[src/rtl/dbus_bridge_if.sv]
// Bus bundles for dbus_bridge.
//   dbus_if : core D-port <-> bridge. master = CPU core, slave = bridge.
//   sbus_if : bridge <-> DM/DEV0/DEV1. master = bridge, slave = the three targets.
// Port summary:
//   dbus_if : DAddr/DREn/DWEn/DByteEn/DWData toward the bridge; DRData/DReady/DErr back to the core.
//   sbus_if : s_addr/s_wen/s_byteen/s_wdata/s_req toward the slaves; s_ack/s_rdata0..2 back.

interface dbus_if;
  logic [31:0] DAddr;
  logic        DREn;
  logic        DWEn;
  logic [3:0]  DByteEn;
  logic [31:0] DWData;
  logic [31:0] DRData;
  logic        DReady;
  logic        DErr;

  modport master (
    output DAddr, DREn, DWEn, DByteEn, DWData,
    input  DRData, DReady, DErr
  );

  modport slave (
    input  DAddr, DREn, DWEn, DByteEn, DWData,
    output DRData, DReady, DErr
  );
endinterface

interface sbus_if;
  logic [31:0] s_addr;
  logic        s_wen;
  logic [3:0]  s_byteen;
  logic [31:0] s_wdata;
  logic [2:0]  s_req;
  logic [2:0]  s_ack;
  logic [31:0] s_rdata0;
  logic [31:0] s_rdata1;
  logic [31:0] s_rdata2;

  modport master (
    output s_addr, s_wen, s_byteen, s_wdata, s_req,
    input  s_ack, s_rdata0, s_rdata1, s_rdata2
  );

  modport slave (
    input  s_addr, s_wen, s_byteen, s_wdata, s_req,
    output s_ack, s_rdata0, s_rdata1, s_rdata2
  );
endinterface

[src/rtl/dbus_bridge.sv]
// Purpose: decode core D-port accesses to DM / DEV0 / DEV1 and collect slave IRQs into HWINT.
// Latency: DReady 2 cycles after an illegal request, 3 after a zero-wait slave, +1 per ack-wait cycle.
// Backpressure: core holds its request until DReady; slave stalls by withholding s_ack, bounded by TIMEOUT.
//
// Ports:
//   clk, reset      : clock, synchronous active-high reset
//   core (dbus_if)  : core D-port, one access in flight, DReady pulses one cycle
//   sbus (sbus_if)  : registered one-hot req/ack bus toward the three slaves
//   dev_irq, ext_irq: interrupt levels; HWINT is their registered copy
//
// TIMEOUT must be >= 2. The three windows are assumed not to overlap.

module dbus_bridge #(
  parameter int unsigned TIMEOUT   = 16,
  parameter logic [31:0] DM_TOP    = 32'h0000_2FFF,
  parameter logic [31:0] DEV0_BASE = 32'h0000_7F00,
  parameter logic [31:0] DEV1_BASE = 32'h0000_7F10
) (
  input  logic       clk,
  input  logic       reset,
  dbus_if.slave      core,
  sbus_if.master     sbus,
  input  logic [1:0] dev_irq,
  input  logic       ext_irq,
  output logic [5:0] HWINT
);

  localparam int unsigned     CW       = (TIMEOUT > 2) ? $clog2(TIMEOUT) : 1;
  localparam logic [CW-1:0]   CNT_LAST = CW'(TIMEOUT - 1);
  // Device windows are 12 bytes, decoded inclusively as base..base+11.
  localparam logic [31:0]     DEV_LAST = 32'd11;

  typedef enum logic [1:0] {
    S_IDLE = 2'd0,
    S_WAIT = 2'd1,
    S_RESP = 2'd2
  } state_t;

  state_t      state_q, state_d;
  logic [31:0] s_addr_q, s_addr_d;
  logic        s_wen_q, s_wen_d;
  logic [3:0]  s_byteen_q, s_byteen_d;
  logic [31:0] s_wdata_q, s_wdata_d;
  logic [2:0]  s_req_q, s_req_d;
  logic [CW-1:0] cnt_q, cnt_d;
  logic [31:0] drdata_q, drdata_d;
  logic        derr_q, derr_d;
  logic [5:0]  hwint_q;

  // Address decode and legality of the access presented by the core.
  logic        hit_dm, hit_d0, hit_d1, hit_dev, mapped, illegal, req_seen;
  logic [2:0]  sel;

  always_comb begin
    hit_dm   = (core.DAddr <= DM_TOP);
    hit_d0   = (core.DAddr >= DEV0_BASE) && (core.DAddr <= (DEV0_BASE + DEV_LAST));
    hit_d1   = (core.DAddr >= DEV1_BASE) && (core.DAddr <= (DEV1_BASE + DEV_LAST));
    hit_dev  = hit_d0 | hit_d1;
    sel      = {hit_d1, hit_d0, hit_dm};
    mapped   = |sel;
    req_seen = core.DREn | core.DWEn;
    // Timers only accept full-word writes; DM accepts any non-empty lane mask.
    illegal  = (core.DREn & core.DWEn)
             | ~mapped
             | (core.DWEn & (core.DByteEn == 4'h0))
             | (core.DWEn & hit_dev & (core.DByteEn != 4'hF));
  end

  // Only the selected lane's ack and data matter; s_req_q is one-hot in WAIT.
  logic        ack_hit;
  logic [31:0] rdata_sel;

  always_comb begin
    ack_hit   = |(sbus.s_ack & s_req_q);
    rdata_sel = ({32{s_req_q[0]}} & sbus.s_rdata0)
              | ({32{s_req_q[1]}} & sbus.s_rdata1)
              | ({32{s_req_q[2]}} & sbus.s_rdata2);
  end

  // Next-state and datapath.
  always_comb begin
    state_d    = state_q;
    s_addr_d   = s_addr_q;
    s_wen_d    = s_wen_q;
    s_byteen_d = s_byteen_q;
    s_wdata_d  = s_wdata_q;
    s_req_d    = s_req_q;
    cnt_d      = cnt_q;
    drdata_d   = drdata_q;
    derr_d     = derr_q;

    case (state_q)
      S_IDLE: begin
        if (req_seen) begin
          if (illegal) begin
            // Complete locally without touching the slave bus.
            derr_d   = 1'b1;
            drdata_d = 32'h0;
            state_d  = S_RESP;
          end else begin
            s_addr_d   = {core.DAddr[31:2], 2'b00};
            s_wen_d    = core.DWEn;
            s_byteen_d = core.DByteEn;
            s_wdata_d  = core.DWData;
            s_req_d    = sel;
            cnt_d      = '0;
            state_d    = S_WAIT;
          end
        end
      end

      S_WAIT: begin
        // Core inputs are ignored here: a withdrawn request still completes.
        if (ack_hit) begin
          drdata_d = s_wen_q ? 32'h0 : rdata_sel;
          derr_d   = 1'b0;
          s_req_d  = 3'b000;
          state_d  = S_RESP;
        end else if (cnt_q == CNT_LAST) begin
          drdata_d = 32'h0;
          derr_d   = 1'b1;
          s_req_d  = 3'b000;
          state_d  = S_RESP;
        end else begin
          cnt_d = cnt_q + 1'b1;
        end
      end

      S_RESP: begin
        // Requests are not sampled here, so the core's still-held request
        // in the DReady cycle is not taken a second time.
        state_d = S_IDLE;
      end

      default: begin
        state_d = S_IDLE;
        s_req_d = 3'b000;
      end
    endcase
  end

  always_ff @(posedge clk) begin
    if (reset) begin
      state_q    <= S_IDLE;
      s_addr_q   <= 32'h0;
      s_wen_q    <= 1'b0;
      s_byteen_q <= 4'h0;
      s_wdata_q  <= 32'h0;
      s_req_q    <= 3'b000;
      cnt_q      <= '0;
      drdata_q   <= 32'h0;
      derr_q     <= 1'b0;
    end else begin
      state_q    <= state_d;
      s_addr_q   <= s_addr_d;
      s_wen_q    <= s_wen_d;
      s_byteen_q <= s_byteen_d;
      s_wdata_q  <= s_wdata_d;
      s_req_q    <= s_req_d;
      cnt_q      <= cnt_d;
      drdata_q   <= drdata_d;
      derr_q     <= derr_d;
    end
  end

  // Interrupt collection runs every cycle regardless of the access FSM.
  always_ff @(posedge clk) begin
    if (reset) begin
      hwint_q <= 6'h00;
    end else begin
      hwint_q <= {3'b000, ext_irq, dev_irq[1], dev_irq[0]};
    end
  end

  // DRData/DErr hold between accesses; DReady is the only qualifier.
  assign core.DRData   = drdata_q;
  assign core.DErr     = derr_q;
  assign core.DReady   = (state_q == S_RESP);

  assign sbus.s_addr   = s_addr_q;
  assign sbus.s_wen    = s_wen_q;
  assign sbus.s_byteen = s_byteen_q;
  assign sbus.s_wdata  = s_wdata_q;
  assign sbus.s_req    = s_req_q;

  assign HWINT         = hwint_q;

endmodule

[src/flat_wrapper.sv]
// flat-port wrapper written by rule: the top's interface ports become plain ports
module dbus_bridge_flat 
#(
  parameter int unsigned TIMEOUT   = 16,
  parameter logic [31:0] DM_TOP    = 32'h0000_2FFF,
  parameter logic [31:0] DEV0_BASE = 32'h0000_7F00,
  parameter logic [31:0] DEV1_BASE = 32'h0000_7F10
)
  (clk, reset, dev_irq, ext_irq, HWINT, core_DAddr, core_DREn, core_DWEn, core_DByteEn, core_DWData, core_DRData, core_DReady, core_DErr, sbus_s_addr, sbus_s_wen, sbus_s_byteen, sbus_s_wdata, sbus_s_req, sbus_s_ack, sbus_s_rdata0, sbus_s_rdata1, sbus_s_rdata2);
  dbus_if core_i ();
  sbus_if sbus_i ();
  input  logic clk;
  input  logic reset;
  input  logic [1:0] dev_irq;
  input  logic ext_irq;
  output logic [5:0] HWINT;
  input wire logic [$bits(core_i.DAddr)-1:0] core_DAddr;
  input wire logic [$bits(core_i.DREn)-1:0] core_DREn;
  input wire logic [$bits(core_i.DWEn)-1:0] core_DWEn;
  input wire logic [$bits(core_i.DByteEn)-1:0] core_DByteEn;
  input wire logic [$bits(core_i.DWData)-1:0] core_DWData;
  output wire logic [$bits(core_i.DRData)-1:0] core_DRData;
  output wire logic [$bits(core_i.DReady)-1:0] core_DReady;
  output wire logic [$bits(core_i.DErr)-1:0] core_DErr;
  output wire logic [$bits(sbus_i.s_addr)-1:0] sbus_s_addr;
  output wire logic [$bits(sbus_i.s_wen)-1:0] sbus_s_wen;
  output wire logic [$bits(sbus_i.s_byteen)-1:0] sbus_s_byteen;
  output wire logic [$bits(sbus_i.s_wdata)-1:0] sbus_s_wdata;
  output wire logic [$bits(sbus_i.s_req)-1:0] sbus_s_req;
  input wire logic [$bits(sbus_i.s_ack)-1:0] sbus_s_ack;
  input wire logic [$bits(sbus_i.s_rdata0)-1:0] sbus_s_rdata0;
  input wire logic [$bits(sbus_i.s_rdata1)-1:0] sbus_s_rdata1;
  input wire logic [$bits(sbus_i.s_rdata2)-1:0] sbus_s_rdata2;
  assign core_i.DAddr = core_DAddr;
  assign core_i.DREn = core_DREn;
  assign core_i.DWEn = core_DWEn;
  assign core_i.DByteEn = core_DByteEn;
  assign core_i.DWData = core_DWData;
  assign core_DRData = core_i.DRData;
  assign core_DReady = core_i.DReady;
  assign core_DErr = core_i.DErr;
  assign sbus_s_addr = sbus_i.s_addr;
  assign sbus_s_wen = sbus_i.s_wen;
  assign sbus_s_byteen = sbus_i.s_byteen;
  assign sbus_s_wdata = sbus_i.s_wdata;
  assign sbus_s_req = sbus_i.s_req;
  assign sbus_i.s_ack = sbus_s_ack;
  assign sbus_i.s_rdata0 = sbus_s_rdata0;
  assign sbus_i.s_rdata1 = sbus_s_rdata1;
  assign sbus_i.s_rdata2 = sbus_s_rdata2;
  dbus_bridge #(.TIMEOUT(TIMEOUT), .DM_TOP(DM_TOP), .DEV0_BASE(DEV0_BASE), .DEV1_BASE(DEV1_BASE)) u_core (.clk(clk), .reset(reset), .core(core_i), .sbus(sbus_i), .dev_irq(dev_irq), .ext_irq(ext_irq), .HWINT(HWINT));
endmodule
[config.mk]
export PLATFORM = sky130hd
export DESIGN_NAME = dbus_bridge_flat
export DESIGN_NICKNAME = d
export VERILOG_FILES = /design/src/rtl/dbus_bridge_if.sv /design/src/rtl/dbus_bridge.sv /design/src/flat_wrapper.sv
export SDC_FILE = /design/constraint.sdc
export NUM_CORES = 1
export LEC_CHECK = 0
export ABC_CLOCK_PERIOD_IN_PS = 2000
export CAP_MARGIN = 20
export CORE_MARGIN = 2
export CORE_UTILIZATION = 33
export DETAILED_ROUTE_END_ITERATION = 12
export HOLD_SLACK_MARGIN = 0.1
export PLACE_DENSITY = 0.81
export SLEW_MARGIN = 5
export SYNTH_ARGS = -nofsm -noshare
export SYNTH_HDL_FRONTEND = slang
export SYNTH_SLANG_ARGS = --single-unit
[constraint.sdc]
create_clock -name clk -period 2 [get_ports clk]
set_input_delay 0.2 -clock clk [delete_from_list [all_inputs] [get_ports clk]]
set_output_delay 0.2 -clock clk [all_outputs]
set_load 0.1 [all_outputs]
Word-level counts from Yosys, hierarchy flattened
Index checks and enable logic that the tools add are counted.
- reductions and logical operators: 12
- muxes and demuxes: 26
- add/sub/neg operators: 1
- multiply operators: 0
- order comparisons: 5
- equality and inequality tests: 10
- bitwise operators: 18
- div/mod/pow operators: 0
- shifts and indexed selects: 0
- operators by type and width (operator ; number):
    two-way mux 32 bit ; 5
    bitwise AND 32 bit ; 3
    >= comparator 32 x 15 -> 1 bit (second input constant) ; 2
    less-or-equal comparator 32 x 15 -> 1 bit (second input constant) ; 2
    bitwise OR 32 bit ; 2
    one-hot mux 32 bit (2 select lines) ; 1
    less-or-equal comparator 32 x 14 -> 1 bit (second input constant) ; 1
    two-way mux 4 bit ; 4
    two-way mux 3 bit ; 4
    one-hot mux 3 bit (3 select lines) ; 1
    two-way mux 2 bit ; 4
    one-hot mux 4 bit (2 select lines) ; 1
    AND reduction 4 bit ; 2
    inequality test 2 bit (second input constant) ; 3
    OR reduction 3 bit ; 2
    bitwise OR 1 bit ; 5
    AND reduction 5 bit ; 1
    adder 4 x 1 -> 4 bit (second input constant) ; 1
    bitwise AND 1 bit ; 4
    equality test 4 bit (second input constant) ; 1
    logical NOT 4 bit ; 1
    two-way mux 1 bit ; 4
    inequality test 2 x 1 -> 1 bit (second input constant) ; 2
    inequality test 4 bit (second input constant) ; 1
    12 further kinds ; 15
- output and inout bits: 112
- flip-flop bits (word level): 115
- memory bits (read-only): 0
- bits of input ports: 174
- RAM bits: 0
- bits in latches: 0
- logic and storage cells: 83
- memories: 0

Longest topological paths before layout
Gate-level depths: netlist of run 1.
- depth in word-level cells: 10
- depth in mapped cells: 8
- depth with buffers taken out: 6

Worst setup path before layout of run 1
Ideal clock, no wire load.
- path kind: flip-flop to flip-flop
- start point: reg u_core.s_req_q[0] (netlist: u_core.sbus.s_req[0])
- end point: reg u_core.drdata_q[10] (netlist: u_core.core.DRData[10])
- data required time: 1929 ps
- setup slack: -453 ps
- buffers on the path: 3
- library setup time: 71 ps
- arrival time: 2382 ps
- period minus slack after synthesis: 2453 ps
- cell stages (with the launch flop): 8
- cells stage by stage: dfxtp_1 -> clkbuf_1 -> a222oi_1 -> nand2b_1 -> or4_1 -> clkbuf_1 -> buf_1 -> o2bb2ai_1
- longest elaborated chain between the ends: 6
- elaborated cells on any way between the ends: 10
- classes of those cells: eq/ne (1); mux (3); bitwise (4); reduce/logical (2)
- RTL lines (item ; RTL line ; RTL):
    from (decl) ; dbus_bridge.sv:44 ; logic [2:0] s_req_q, s_req_d;
    from (signal assigned) ; dbus_bridge.sv:159 ; s_req_q <= s_req_d;
    bitwise AND 32 bit ; dbus_bridge.sv:75 ; rdata_sel = ({32{s_req_q[0]}} & sbus.s_rdata0)
    bitwise OR 32 bit ; dbus_bridge.sv:76 ; | ({32{s_req_q[1]}} & sbus.s_rdata1)
    bitwise OR 32 bit ; dbus_bridge.sv:77 ; | ({32{s_req_q[2]}} & sbus.s_rdata2);
    two-way mux 32 bit ; dbus_bridge.sv:115 ; drdata_d = s_wen_q ? 32'h0 : rdata_sel;
    two-way mux 32 bit ; dbus_bridge.sv:114 ; if (ack_hit) begin
    one-hot mux 32 bit (2 select lines) ; dbus_bridge.sv:92 ; case (state_q)
    to (signal assigned) ; dbus_bridge.sv:161 ; drdata_q <= drdata_d;
    to (decl) ; dbus_bridge.sv:46 ; logic [31:0] drdata_q, drdata_d;
Several ways; a longest one is shown, not always the timed one.
A chain may end at the register's enable or synchronous reset.

Worst setup path after layout of run 1
- start point: in core_DAddr[6]
- end point: reg u_core.s_wen_q (netlist: u_core.sbus.s_wen)
- longest elaborated chain between the ends: 9
- elaborated cells on any way between the ends: 17
- classes of those cells: order compare (5); bitwise (8); reduce/logical (4)
- RTL lines (item ; RTL line ; RTL):
    from (decl) ; flat_wrapper.sv:17 ; input wire logic [$bits(core_i.DAddr)-1:0] core_DAddr;
    >= comparator 32 x 15 -> 1 bit, or another cell as far along ; dbus_bridge.sv:57 ; hit_d1 = (core.DAddr >= DEV1_BASE) && (core.DAddr <= (DEV1_BASE + DEV_LAST));
    logical AND 1 bit (on tied branches) ; dbus_bridge.sv:57, dbus_bridge.sv:56 ;
    OR reduction 3 bit ; dbus_bridge.sv:60 ; mapped = |sel;
    NOT 1 bit ; dbus_bridge.sv:64 ; | ~mapped
    bitwise OR 1 bit ; dbus_bridge.sv:64 ;
    bitwise OR 1 bit ; dbus_bridge.sv:65 ; | (core.DWEn & (core.DByteEn == 4'h0))
    bitwise OR 1 bit * ; dbus_bridge.sv:66 ; | (core.DWEn & hit_dev & (core.DByteEn != 4'hF));
    NOT 1 bit (no source line) * ; n/a ;
    AND reduction 3 bit (no source line) * ; n/a ;
    to (signal assigned) ; dbus_bridge.sv:156 ; s_wen_q <= s_wen_d;
    to (decl) ; dbus_bridge.sv:41 ; logic s_wen_q, s_wen_d;
Mark *: on every way between the ends. The rest lies on a longest branch, timed or not.

==> results of run 1 <==
## cell type report
cell class	instances	area, um^2	share of cell area (%)
sequential	112	2250	28.0
tap	176	220	2.73
clock inverter	6	78.8	0.978
clock buffer	10	250	3.10
multi-input combinational	313	2190	27.2
inverter	4	15.0	0.186
antenna	2	5.00	0.0621
timing repair buffer	331	3050	37.8
## worst min path at each step
stage                                       from                     end  cells after the start
after global placement    u_core.sbus.s_addr[23]  u_core.sbus.s_addr[23]                      1
after floorplan                       dev_irq[0]         u_core.HWINT[0]                      1
after detailed placement  u_core.sbus.s_addr[31]  u_core.sbus.s_addr[31]                      1
after CTS                          core_DAddr[8]   u_core.sbus.s_addr[8]                      3
after global routing               core_DAddr[8]   u_core.sbus.s_addr[8]                      3
final                              core_DAddr[8]   u_core.sbus.s_addr[8]                      3
## stage by stage
step,utilization (%),instances
CTS,60.1,952
global placement,55.9,924
floorplan,-,484
global route,60.6,954
detailed placement,55.9,924
finish,60.6,954
## registers in the layout (all words and copies together) (netlist names)
| name | cells |
|---|---|
| u_core.core.DRData | 32 |
| u_core.sbus.s_wdata | 32 |
| u_core.sbus.s_addr | 30 |
| u_core.cnt_q | 4 |
| u_core.sbus.s_byteen | 4 |
| u_core.HWINT | 3 |
| u_core.sbus.s_req | 3 |
| u_core.state_q | 2 |
| u_core.core.DErr | 1 |
| u_core.sbus.s_wen | 1 |
## repair_timing
| item | 4_1_cts | 5_1_grt |
|---|---|---|
| buffers inserted | 9 | 1 |
| pin swaps | 12 | 3 |
| resized for setup | 46 | 19 |
| setup endpoints to repair | 109 | 79 |
| cloned | 3 | 1 |
| endpoints found under the hold margin | 0 | 0 |
## cell families (layout without fill, tap and decap cells)
logic type,Yosys count,count (layout),synth area share (%)
XOR/XNOR,3,3,0.583
AND/OR/NAND/NOR,117,117,14.4
flip-flops,112,112,49.8
other,1,7,0.0832
buffers and inverters,59,351,5.83
AO/OA/AOI/OAI,187,187,29.0
adder cells (fa/ha/maj),1,1,0.278
## cell usage after synthesis, types with 2 or more instances
library cell	instances	area (um^2)
a21oi_1	56	280
a222oi_1	33	330
nand4_1	2	12.5
nand2_1	10	37.5
nor2_1	6	22.5
o22ai_1	2	12.5
o21ai_0	51	255
nor2b_1	6	37.5
o2bb2ai_1	31	272
clkbuf_1	46	173
buf_6	3	33.8
nand3_1	55	275
xnor2_1	3	26.3
nand2b_1	2	12.5
buf_4	5	37.5
nor4_1	4	25.0
nor3_1	2	10.0
nand4b_1	2	17.5
a21boi_0	2	15.0
and2_1	20	125
or4_1	3	22.5
dfxtp_1	112	2240
inv_1	4	15.0
## metal layers
| metal | global-route usage, % | wire length [um] |
|---|---|---|
| met1 | 26.6 | 6680 |
| met4 | 6.76 | 312 |
| met2 | 38.2 | 8380 |
| met5 | 0 | 0 |
| met3 | 7.97 | 1600 |
## report_power, final
part	switching [mW]	leakage, nW	total, mW	internal, mW
Sequential	0.00569	0.905	2.24	2.23
Combinational	0.303	2.01	0.689	0.385
Clock	0.878	0.163	1.96	1.08
Total	1.19	3.08	4.88	3.69
## tightest hold or removal path, cell delays in order
cell and delay, ns:
dlygate4sd2_1 0.24, nand3_1 0.06, a21oi_1 0.06
==> out/summary.txt, run 1 <==
Rows: 42
Dpl hpwl: 12100 um
Critical path origin: core_DAddr[6]
Final slew viol count: 0
Overflow after GRT: 0
Avg Vias per Cell: 5.34
Initial antenna violation count: 2
CTS buffer count: 9
ANT nets after route: 0
Sink Count: 112
DIE AREA: 14600 um^2
Crit path cell chain: clkdlybuf4s50_1 -> nand4bb_4 -> a2111oi_4 -> a31oi_4 -> buf_4 -> o41ai_2 -> a21oi_1
Worst reg2reg endpoint: u_core.core.DRData[23]
Period utilization: 97.5%
Clock Latency Late Sink: 0.35 ns
CP max stage delay: 0.42 ns
PnR Total Power: 4.88 mW
Starting DRT DRC Count: 300
Filler cell count: 1091
Global Route Usage Sum: 22.5%
FF+latch count, synth: 112
Die Y: 121 um
Max Freq: 513 MHz
Vias: 5091
Hold Vio Cnt, Final: 0
Vias in the first global route: 5004
RePlAce Congestion: 0.888
Area growth, synth to finish: 78.9%
Cell depth of the worst setup path: 7
Maximum buffer depth of the clock tree: 2
Buf/Inv on CP: 2
MaxCap Viol Count: 0
Tmin final: 1.95 ns
DRC: 0
Peak supply drop: 434 uV
Core ar.: 13300 um^2
Syn Area/Cell: 9.39 um^2
Critical path capture point type: register
Final WS setup: 0.0508 ns
Yosys warning total: 0
Setup TNS Final: 0 ns
Worst Setup EP: u_core.sbus.s_wen
Share of cells above drive strength 1: 26.7%
Final Setup Violations: 0
Sequential fraction of the synthesis area: 49.8%
Mean routed wirelength per cell: 17.8 um
Global-route wire length before repair: 25800 um
Leak pwr: 3.08 nW
Dpl ws: -0.652 ns
Worst r2r src: u_core.state_q[1]
Max Clock Skew: 0.00524 ns
CTS tree: built
Cell area after synthesis: 4510 um^2
Cells after synthesis: 480
Placed instance area: 7430 um^2
Family with the most delay on the worst path: compound AO/OA/AOI/OAI gates
Startpoint Class: input port
Crit path DAT: 2.17 ns
Design Area, Final: 8060 um^2
Hold slack: 0.265 ns
Worst min path class: input port to register
Clk slew on worst S/H paths: 0.07 ns
IO Pins: 286
Data required, critical path: 2.22 ns
Post-CTS Hold Fix Bufs: 0
Most common cell after layout, fill and taps aside: clkdlybuf4s50_1
Post-synth EDFFs: 0
H-tree depth: 3
PortBufs: 280
FF-to-FF path depth: 5
Final WL: 17000 um
Layout Nets: 946
Outcome: finished, final reports clean
CTS root buffer: clkbuf_16
Most frequent cells in the layout: 148 x clkdlybuf4s50_1, 144 x buf_4, 109 x dfxtp_1
Dominant synthesized flop cell: dfxtp_1
WS Path Type: input port to register
Initial core utilization: 33.9%
Slowest-stage cell, CP: clkdlybuf4s50_1
Worst R2R Setup Slack: 0.11 ns
Pwr/cell area: 605 nW/um^2
Die X-Extent: 121 um
1st-pass router iterations: 8
Async set or reset register ratio after synthesis: 0%
Largest net degree at the start of global routing: 44
Unique masters post-synth: 43
CP Max Fanout: 17
(Power assumes the default switching activity.)
==> inputs of run 2 (changes only) <==
--- a/config.mk
+++ b/config.mk
@@ -10,9 +10,11 @@
 export CORE_MARGIN = 2
 export CORE_UTILIZATION = 33
 export DETAILED_ROUTE_END_ITERATION = 12
+export GPL_TIMING_DRIVEN = 0
 export HOLD_SLACK_MARGIN = 0.1
 export PLACE_DENSITY = 0.81
 export SLEW_MARGIN = 5
 export SYNTH_ARGS = -nofsm -noshare
 export SYNTH_HDL_FRONTEND = slang
 export SYNTH_SLANG_ARGS = --single-unit
+export TNS_END_PERCENT = 50
==> out/summary.txt, run 2 (synthesis gave the netlist of run 1 again) <==
Critical path capture point type: register
Most common cell after layout, fill and taps aside: clkdlybuf4s50_1
Crit-path most repeated cell: buf_4
Clock Latency Late Sink: 0.36 ns
Max Clock Skew: 0.00823 ns
1st-pass router iterations: 6
Final slew viol count: 0
CP Max Fanout: 4
Data required, critical path: 2.28 ns
Crit path DAT: 2.32 ns
PnR Total Power: 4.79 mW
DRC: 0
Hold Vio Cnt, Final: 0
Share of cells above drive strength 1: 14.4%
Initial antenna violation count: 1
Critical path origin: core_DAddr[17]
Global Route Usage Sum: 22.8%
Buf/Inv on CP: 3
Worst r2r src: u_core.sbus.s_req[0]
Final WS setup: -0.0461 ns
WL met2: 8630 um
Multi-input gate area: 2220 um^2
Inst Count DP: 940
Most frequent cells in the layout: 144 x clkdlybuf4s50_1, 126 x dlygate4sd2_1, 108 x dfxtp_1
Initial core utilization: 33.9%
Filler cell count: 1165
Period utilization: 102%
Starting DRT DRC Count: 360
Pwr/cell area: 581 nW/um^2
Final Setup Violations: 2
Final cell count without fillers: 978
Layout Nets: 971
Peak supply drop: 644 uV
CTS buffer count: 9
Worst min path class: input port to register
Register area: 2250 um^2
CTS tree: built
Startpoint Class: input port
RSZ-0062 raised after global routing: yes
Worst reg2reg endpoint: u_core.core.DRData[18]
Max Freq: 489 MHz
Leak pwr: 3.43 nW
Area growth, synth to finish: 82.7%
CP max stage delay: 0.52 ns
Worst R2R Setup Slack: 0.02 ns
Failing checks: negative setup slack
MaxCap Viol Count: 0
Maximum buffer depth of the clock tree: 2
Rows: 42
H-tree depth: 3
DRT met1 WL: 6860 um
Family with the most delay on the worst path: simple AND/OR/NAND/NOR gates
WS Path Type: input port to register
Tmin final: 2.05 ns
Core ar.: 13300 um^2
Slowest-stage cell, CP: or4_4
Top layer used by detailed routing: met4
Vias in the first global route: 5069
IO Pins: 286
FF-to-FF path depth: 9
Vias: 5142
Clk slew on worst S/H paths: 0.08 ns
Mean routed wirelength per cell: 17.8 um
RePlAce Congestion: 0.837
ANT nets after route: 0
Worst-margin pin slew: 1.08 ns
Largest net degree at the start of global routing: 23
CTS root buffer: clkbuf_16
Final WL: 17400 um
Worst Setup EP: u_core.sbus.s_req[0]
Outcome: finished with violations
Global-route wire length before repair: 26200 um
Avg Vias per Cell: 5.26
PortBufs: 279
Crit path cell chain: clkdlybuf4s15_1 -> nor4_4 -> nand3_2 -> buf_4 -> or4_4 -> buf_4 -> or4_1 -> o21ai_0
Die X-Extent: 121 um
Met3 routed WL: 1520 um
Setup TNS Final: -0.0773 ns
DIE AREA: 14600 um^2
Cell depth of the worst setup path: 8
Sink Count: 112
Die Y: 121 um
Dpl hpwl: 12700 um
Overflow after GRT: 0
Slew headroom: 28.1%
-- run 2: worst min path at each step --
stage                                start                     end  slack [ns]  cells past startpoint
floorplan                       dev_irq[0]         u_core.HWINT[0]        0.33                      1
global placement    u_core.sbus.s_addr[18]  u_core.sbus.s_addr[18]        0.44                      1
detailed placement  u_core.sbus.s_addr[18]  u_core.sbus.s_addr[18]        0.44                      1
CTS                          core_DAddr[7]   u_core.sbus.s_addr[7]        0.25                      3
global route                 core_DAddr[5]   u_core.sbus.s_addr[5]        0.15                      3
finish                       core_DAddr[6]   u_core.sbus.s_addr[6]        0.15                      3
-- run 2: worst min-delay path, stage by stage --
cell,delay (ns)
dlymetal6s2s_1,0.13
nand3_1,0.07
a21oi_1,0.06
-- run 2: cell type report --
type	count	area share [%]
multi-input combinational	314	27.0
buffer	48	3.41
tap	176	2.68
timing repair buffer	307	35.6
sequential	112	27.4
clock inverter	7	0.988
clock buffer	9	2.74
inverter	4	0.182
antenna	1	0.0304
-- run 2: through the flow --
stage | instance area [um^2] | setup slack [ns] | util [%] | hold WS (ns)
detailed placement | 7550 | -1.07 | 56.8 | 0.444
global route | 8230 | -0.0722 | 61.9 | 0.148
floorplan | 4540 | 0.00240 | - | 0.328
finish | 8230 | -0.0461 | 61.9 | 0.146
CTS | 8100 | 0.00114 | 61.0 | 0.251
global placement | 7550 | -1.44 | 56.8 | 0.441
-- run 2: per-layer routing --
layer | GRT usage [%] | vias up
li1 | - | 2460
met5 | 0 | -
met1 | 25.5 | 2412
met2 | 40.4 | 242
met3 | 7.22 | 28
met4 | 8.07 | 0
-- run 2: timing repair --
action,4_1_cts,5_1_grt
gates resized for setup,210,32
pin swaps,11,9
hold buffers,0,0
setup endpoints to repair,216,98
gates cloned,4,0
buffers inserted,20,4
-- run 2: report_power, final --
part	internal [mW]	leakage (nW)	switching [mW]	total (mW)
Sequential	2.23	0.906	0.00524	2.24
Combinational	0.382	2.37	0.308	0.690
Clock	0.900	0.150	0.959	1.86
